`src/rtl/seq_multiplier.sv`:
```
// Iterative unsigned shift-add multiplier: WIDTH x WIDTH -> 2*WIDTH product, one multiplier bit per clock.
// Latency: start at edge E0 gives a one-cycle done pulse in the cycle after edge E0+WIDTH (earlier with SEQ_MUL_EARLY_TERM_EN).
// Backpressure: start is honoured only while ready (IDLE or DONE); it is ignored while busy in RUN.
// Optional macro SEQ_MUL_EARLY_TERM_EN: leave RUN as soon as no multiplier bits remain set.
module seq_multiplier #(
  parameter  int WIDTH = 8,
  localparam int CNT_W = $clog2(WIDTH + 1)
) (
  input  logic                 clk,
  input  logic                 rst_n,
  input  logic                 start,
  input  logic [WIDTH-1:0]     a,
  input  logic [WIDTH-1:0]     b,
  output logic                 ready,
  output logic                 busy,
  output logic                 done,
  output logic [2*WIDTH-1:0]   out,
  output logic                 V,
  output logic                 Z
);

  localparam int               PW       = 2 * WIDTH;
  localparam logic [CNT_W-1:0] LAST_CNT = CNT_W'(WIDTH - 1);

  typedef enum logic [1:0] {
    S_IDLE = 2'd0,
    S_RUN  = 2'd1,
    S_DONE = 2'd2
  } state_e;

  state_e            state_q, state_d;
  logic [WIDTH-1:0]  a_q, a_d;
  logic [WIDTH-1:0]  b_q, b_d;
  logic [PW-1:0]     acc_q, acc_d;
  logic [CNT_W-1:0]  cnt_q, cnt_d;
  logic [PW-1:0]     out_q, out_d;
  logic              v_q, v_d;
  logic              z_q, z_d;
  logic [PW-1:0]     addend;
  logic              last;

  // State and datapath registers; reset aborts any operation in flight.
  always_ff @(posedge clk or negedge rst_n) begin
    if (!rst_n) begin
      state_q <= S_IDLE;
      a_q     <= '0;
      b_q     <= '0;
      acc_q   <= '0;
      cnt_q   <= '0;
      out_q   <= '0;
      v_q     <= 1'b0;
      z_q     <= 1'b0;
    end else begin
      state_q <= state_d;
      a_q     <= a_d;
      b_q     <= b_d;
      acc_q   <= acc_d;
      cnt_q   <= cnt_d;
      out_q   <= out_d;
      v_q     <= v_d;
      z_q     <= z_d;
    end
  end

  // Next-state and datapath: latch operands when ready, one shift-add step per RUN cycle.
  always_comb begin
    state_d = state_q;
    a_d     = a_q;
    b_d     = b_q;
    acc_d   = acc_q;
    cnt_d   = cnt_q;
    out_d   = out_q;
    v_d     = v_q;
    z_d     = z_q;
    addend  = '0;
    last    = 1'b0;

    case (state_q)
      S_IDLE, S_DONE: begin
        // DONE accepts start too, so results can stream back-to-back.
        if (start) begin
          a_d     = a;
          b_d     = b;
          acc_d   = '0;
          cnt_d   = '0;
          state_d = S_RUN;
        end else begin
          state_d = S_IDLE;
        end
      end
      S_RUN: begin
        // Partial product for this bit position; a_q is zero-extended before shifting.
        addend = b_q[0] ? (PW'(a_q) << cnt_q) : '0;
        acc_d  = acc_q + addend;
        b_d    = b_q >> 1;
        cnt_d  = cnt_q + CNT_W'(1);
        last   = (cnt_q == LAST_CNT);
`ifdef SEQ_MUL_EARLY_TERM_EN
        // Nothing left to add once the remaining multiplier bits are all zero.
        last   = last || (b_d == '0);
`endif
        if (last) begin
          out_d   = acc_d;
          v_d     = |acc_d[PW-1:WIDTH];
          z_d     = (acc_d == '0);
          state_d = S_DONE;
        end
      end
      default: state_d = S_IDLE;
    endcase
  end

  // Handshake outputs are pure state decodes; results come straight from registers.
  assign ready = (state_q == S_IDLE) || (state_q == S_DONE);
  assign busy  = (state_q == S_RUN);
  assign done  = (state_q == S_DONE);
  assign out   = out_q;
  assign V     = v_q;
  assign Z     = z_q;

endmodule

```
`config.mk`:
```
export PLATFORM = sky130hd
export DESIGN_NAME = seq_multiplier
export DESIGN_NICKNAME = d
export VERILOG_FILES = /design/src/rtl/seq_multiplier.sv
export SDC_FILE = /design/constraint.sdc
export NUM_CORES = 1
export LEC_CHECK = 0
export CAP_MARGIN = 5
export CORE_UTILIZATION = 40
export CTS_CLUSTER_SIZE = 40
export DETAILED_ROUTE_END_ITERATION = 7
export PLACE_DENSITY = 0.61
export SKIP_CTS_REPAIR_TIMING = 1
export SYNTH_ARGS = -nofsm -noshare
export SYNTH_HDL_FRONTEND = slang
export SYNTH_SLANG_ARGS = --single-unit
```
`constraint.sdc`:
```
create_clock -name clk -period 4.6 [get_ports clk]
set_clock_uncertainty 0.05 [all_clocks]
set_input_delay 0.92 -clock clk [delete_from_list [all_inputs] [get_ports clk]]
set_output_delay 0.92 -clock clk [all_outputs]
set_load 0.01 [all_outputs]
```
==> results of run 1 <==
==> path summary, 6_finish.rpt <==
check	end	slack [ns]	cells after the start
max reg2reg	Z$_DFFE_PN0P_	0.64	14
max in group asynchronous	acc_q[12]$_DFFE_PN0P_	3.34	2
max	Z$_DFFE_PN0P_	0.64	14
min	out[12]$_DFFE_PN0P_	0.43	2
min in group asynchronous	out[10]$_DFFE_PN0P_	0.66	2
min reg2reg	out[12]$_DFFE_PN0P_	0.43	2
==> cells by family (layout without fill, tap and decap cells) <==
logic type               Yosys count  after routing
AND/OR/NAND/NOR                  152            152
AO/OA/AOI/OAI                     94             94
flip-flops                        56             56
buffers and inverters             32             63
multiplexers                      24             24
adder cells (fa/ha/maj)           17             17
XOR/XNOR                          11             11
==> tightest hold or removal path, cell delays in order, from the launching register on <==
cell and delay, ns:
dfrtp_1 0.36, nand2_1 0.05, nand2_1 0.05
==> area by class of cell <==
class,instances,area (um2)
inverters,10,37.5
repair buffers,45,430
clock buffers,6,82.6
clock inverters,2,13.8
flip-flops and latches,56,1400
multi-input cells,298,1950
well taps,105,131
fillers,812,4260
==> power by group <==
part / leakage [nW] / internal, mW / switching [mW] / total [mW]
logic: 1.08 / 0.782 / 0.956 / 1.74
clock network: 0.0516 / 0.124 / 0.168 / 0.292
registers: 0.712 / 0.702 / 0.205 / 0.907
total: 1.84 / 1.61 / 1.33 / 2.94
==> sequential cells by signal, indices dropped and copies added, names as in the netlist <==
name / count
acc_q: 16
out: 16
V: 1
cnt_q: 4
state_q: 2
a_q: 8
b_q: 8
Z: 1
==> metal layers <==
metal	GRT usage, %	wire length, um
met5	0	0
met4	5.30	161
met3	2.63	290
met2	32.5	3950
met1	26.2	3850
==> cell usage in the layout, fill, tap and decap left out, drive strengths merged, types with 5 or more instances in the layout <==
cell type,synthesis,final
clkdlybuf4s50,0,38
ha,16,16
clkbuf,18,6
a21oi,10,10
buf,4,7
a22oi,8,8
nand3,5,5
nor2b,12,12
nand2,77,77
a22o,12,12
nand2b,7,7
o22ai,5,5
xnor2,7,7
a21o,5,5
nor2,18,18
mux2i,10,10
and2,9,9
mux2,14,14
dfrtp,56,56
inv,10,11
o21ai,28,28
==> through the flow <==
step	instances	utilization [%]	setup slack (ns)
global placement	514	47.6	0.732
CTS	522	48.7	0.662
global route	522	48.7	0.289
finish	522	48.7	0.641
detailed placement	514	47.6	0.680
floorplan	386	-	1.10
==> flow_summary_export.csv, run 1 <==
group,metric,value,unit
placed_design,dpl_cell_area,3950,um2
worst_setup_path,reg2reg_from,"cnt_q[1]$_DFFE_PN0P_",
synthesis,synth_top_cell_area_share,40.3,%
synthesis,postSynthAreaPerCell,9.00,um2
synthesis,ys_seq_area_share,40.3,%
job,max-cap-violations,0,
layout,finalInstanceArea,4040,um2
layout,n_antenna_cell,0,
placed_design,gp_congestion,0.969,
worst_setup_path,crit_family,"compound AO/OA/AOI/OAI gates",
drt,vias,2887,
synthesis,synth_common_cells,"nand2_1, dfrtp_1, o21ai_0, clkbuf_1, nor2_1",
sta,max_freq,253,MHz
run_status,status,"completed",
sta,setup_viol,0,
synthesis,synthesis.nets,422,
synthesis,synth_top_family_by_area,"simple AND/OR/NAND/NOR gates",
floorplanning,core_area,8300,um2
worst_setup_path,path_buf_inv,0,
sta,period_minus_slack,3.96,ns
clock_network,clkSlewWorstSetupHoldPaths,0.10,ns
sta,slew_headroom,51.7,%
drt,drcViolationCount,0,
clock_network,cts_sinks,56,
floorplanning,die_w,95.2,um
synthesis,yosys_warnings,0,
drt,antenna_left,0,
synthesis,yosys.area_share.simple,20.7,%
power_and_ir_drop,p_leak,1.84,nW
worst_setup_path,crit_chain,"mux2_2 > nand2_1 > o21ai_0 > o21ai_0 > o22ai_1 > and2_1 > ha_1 > a21o_1 > a22o_1 > a2111oi_0 > o22ai_1 > xnor2_1 > and3_1 > a31o_1",
drt,first_pass_iters,4,
clock_network,cts.path.max_buffers,2,
drt,initialDrtViolationCount,166,
sta,slew_violations,0,
sta,fin_setup_tns,0,ns
floorplanning,design.die.area,9070,um2
synthesis,synth-edff-count,0,
clock_network,cts_tree,"done",
synthesis,syn-cell-area,3480,um2
clock_network,clock_latency,0.31,ns
worst_setup_path,cpPeakStageDelay,0.69,ns
global_routing,grt_pass1_wl,13.5,mm
drt,post_drt_via_cell_ratio,5.53,
worst_setup_path,crit_slowest_cell,"dfrtp_1",
drt,route.final.wire_length,8.25,mm
clock_network,h-tree-depth,2,
worst_setup_path,start_kind,"flip-flop",
worst_setup_path,end_kind,"flip-flop",
placed_design,io_buffers,39,
worst_setup_path,startpoint,"cnt_q[1]$_DFFE_PN0P_",
synthesis,synth_cell_type_count,57,
layout,syn2layout_area_growth,16.3,%
floorplanning,die_y,95.2,um
synthesis,synth_xor_area_share,2.77,%
clock_network,numCtsBuffers,5,
worst_hold_path,hp-class,"flip-flop to flip-flop",
sta,whs,0.432,ns
sta,fin_crit_sh,86.1,%
sta,final-hold-violation-count,0,
power_and_ir_drop,power,2.94,mW
worst_hold_path,hp-start,"out[12]$_DFFE_PN0P_",
synthesis,ys_ff_latch,56,
global_routing,gr-total-overflow,0,
global_routing,grt_max_degree,57,
worst_setup_path,path_class,"flip-flop to flip-flop",
synthesis,yosysTopAreaCell,"dfrtp_1",
floorplanning,initial_core_util,41.9,%
sta,worst_pin_slew,0.725,ns
floorplanning,rows,33,
worst_setup_path,critPathRequiredTime,4.81,ns
worst_setup_path,cp_max_fo,16,
synthesis,ys.flop_type,"dfrtp_1",
global_routing,grt_pass1_vias,2723,
synthesis,synth_compound_gate_area_share,18.8,%
synthesis,synthAdderAreaFrac,6.34,%
clock_network,root_buffer,"clkbuf_8",
worst_setup_path,critical_path_arrival,4.17,ns
layout,nets,452,
synthesis,synthesis.instances,386,
synthesis,yosysMostFrequentCell,"nand2_1",
layout,drive_above_1_share,8.39,%
global_routing,antenna_found_initial,0,
power_and_ir_drop,ir_drop,0.000288,V
synthesis,async_reset_ff_share,100,%
floorplanning,io_pins,40,
sta,rsz0062_at_grt,"false",
placed_design,dpl.hpwl,6.21,mm
power_and_ir_drop,power_density,726,nW/um2
synthesis,synthMuxAreaShare,7.42,%
drt,routedWlPerCell,15.8,um
synthesis,synthTopCellsByArea,"dfrtp_1, nand2_1, ha_1",
global_routing,grt_use_total,19.4,%
No activity file was read; power rests on OpenSTA's default activity.
==> inputs of run 2 (changes only) <==
ABC_CLOCK_PERIOD_IN_PS = 4600   (was not set)
==> results of run 2 <==
No change in the layout: final DEF, timing and power equal those of run 1.
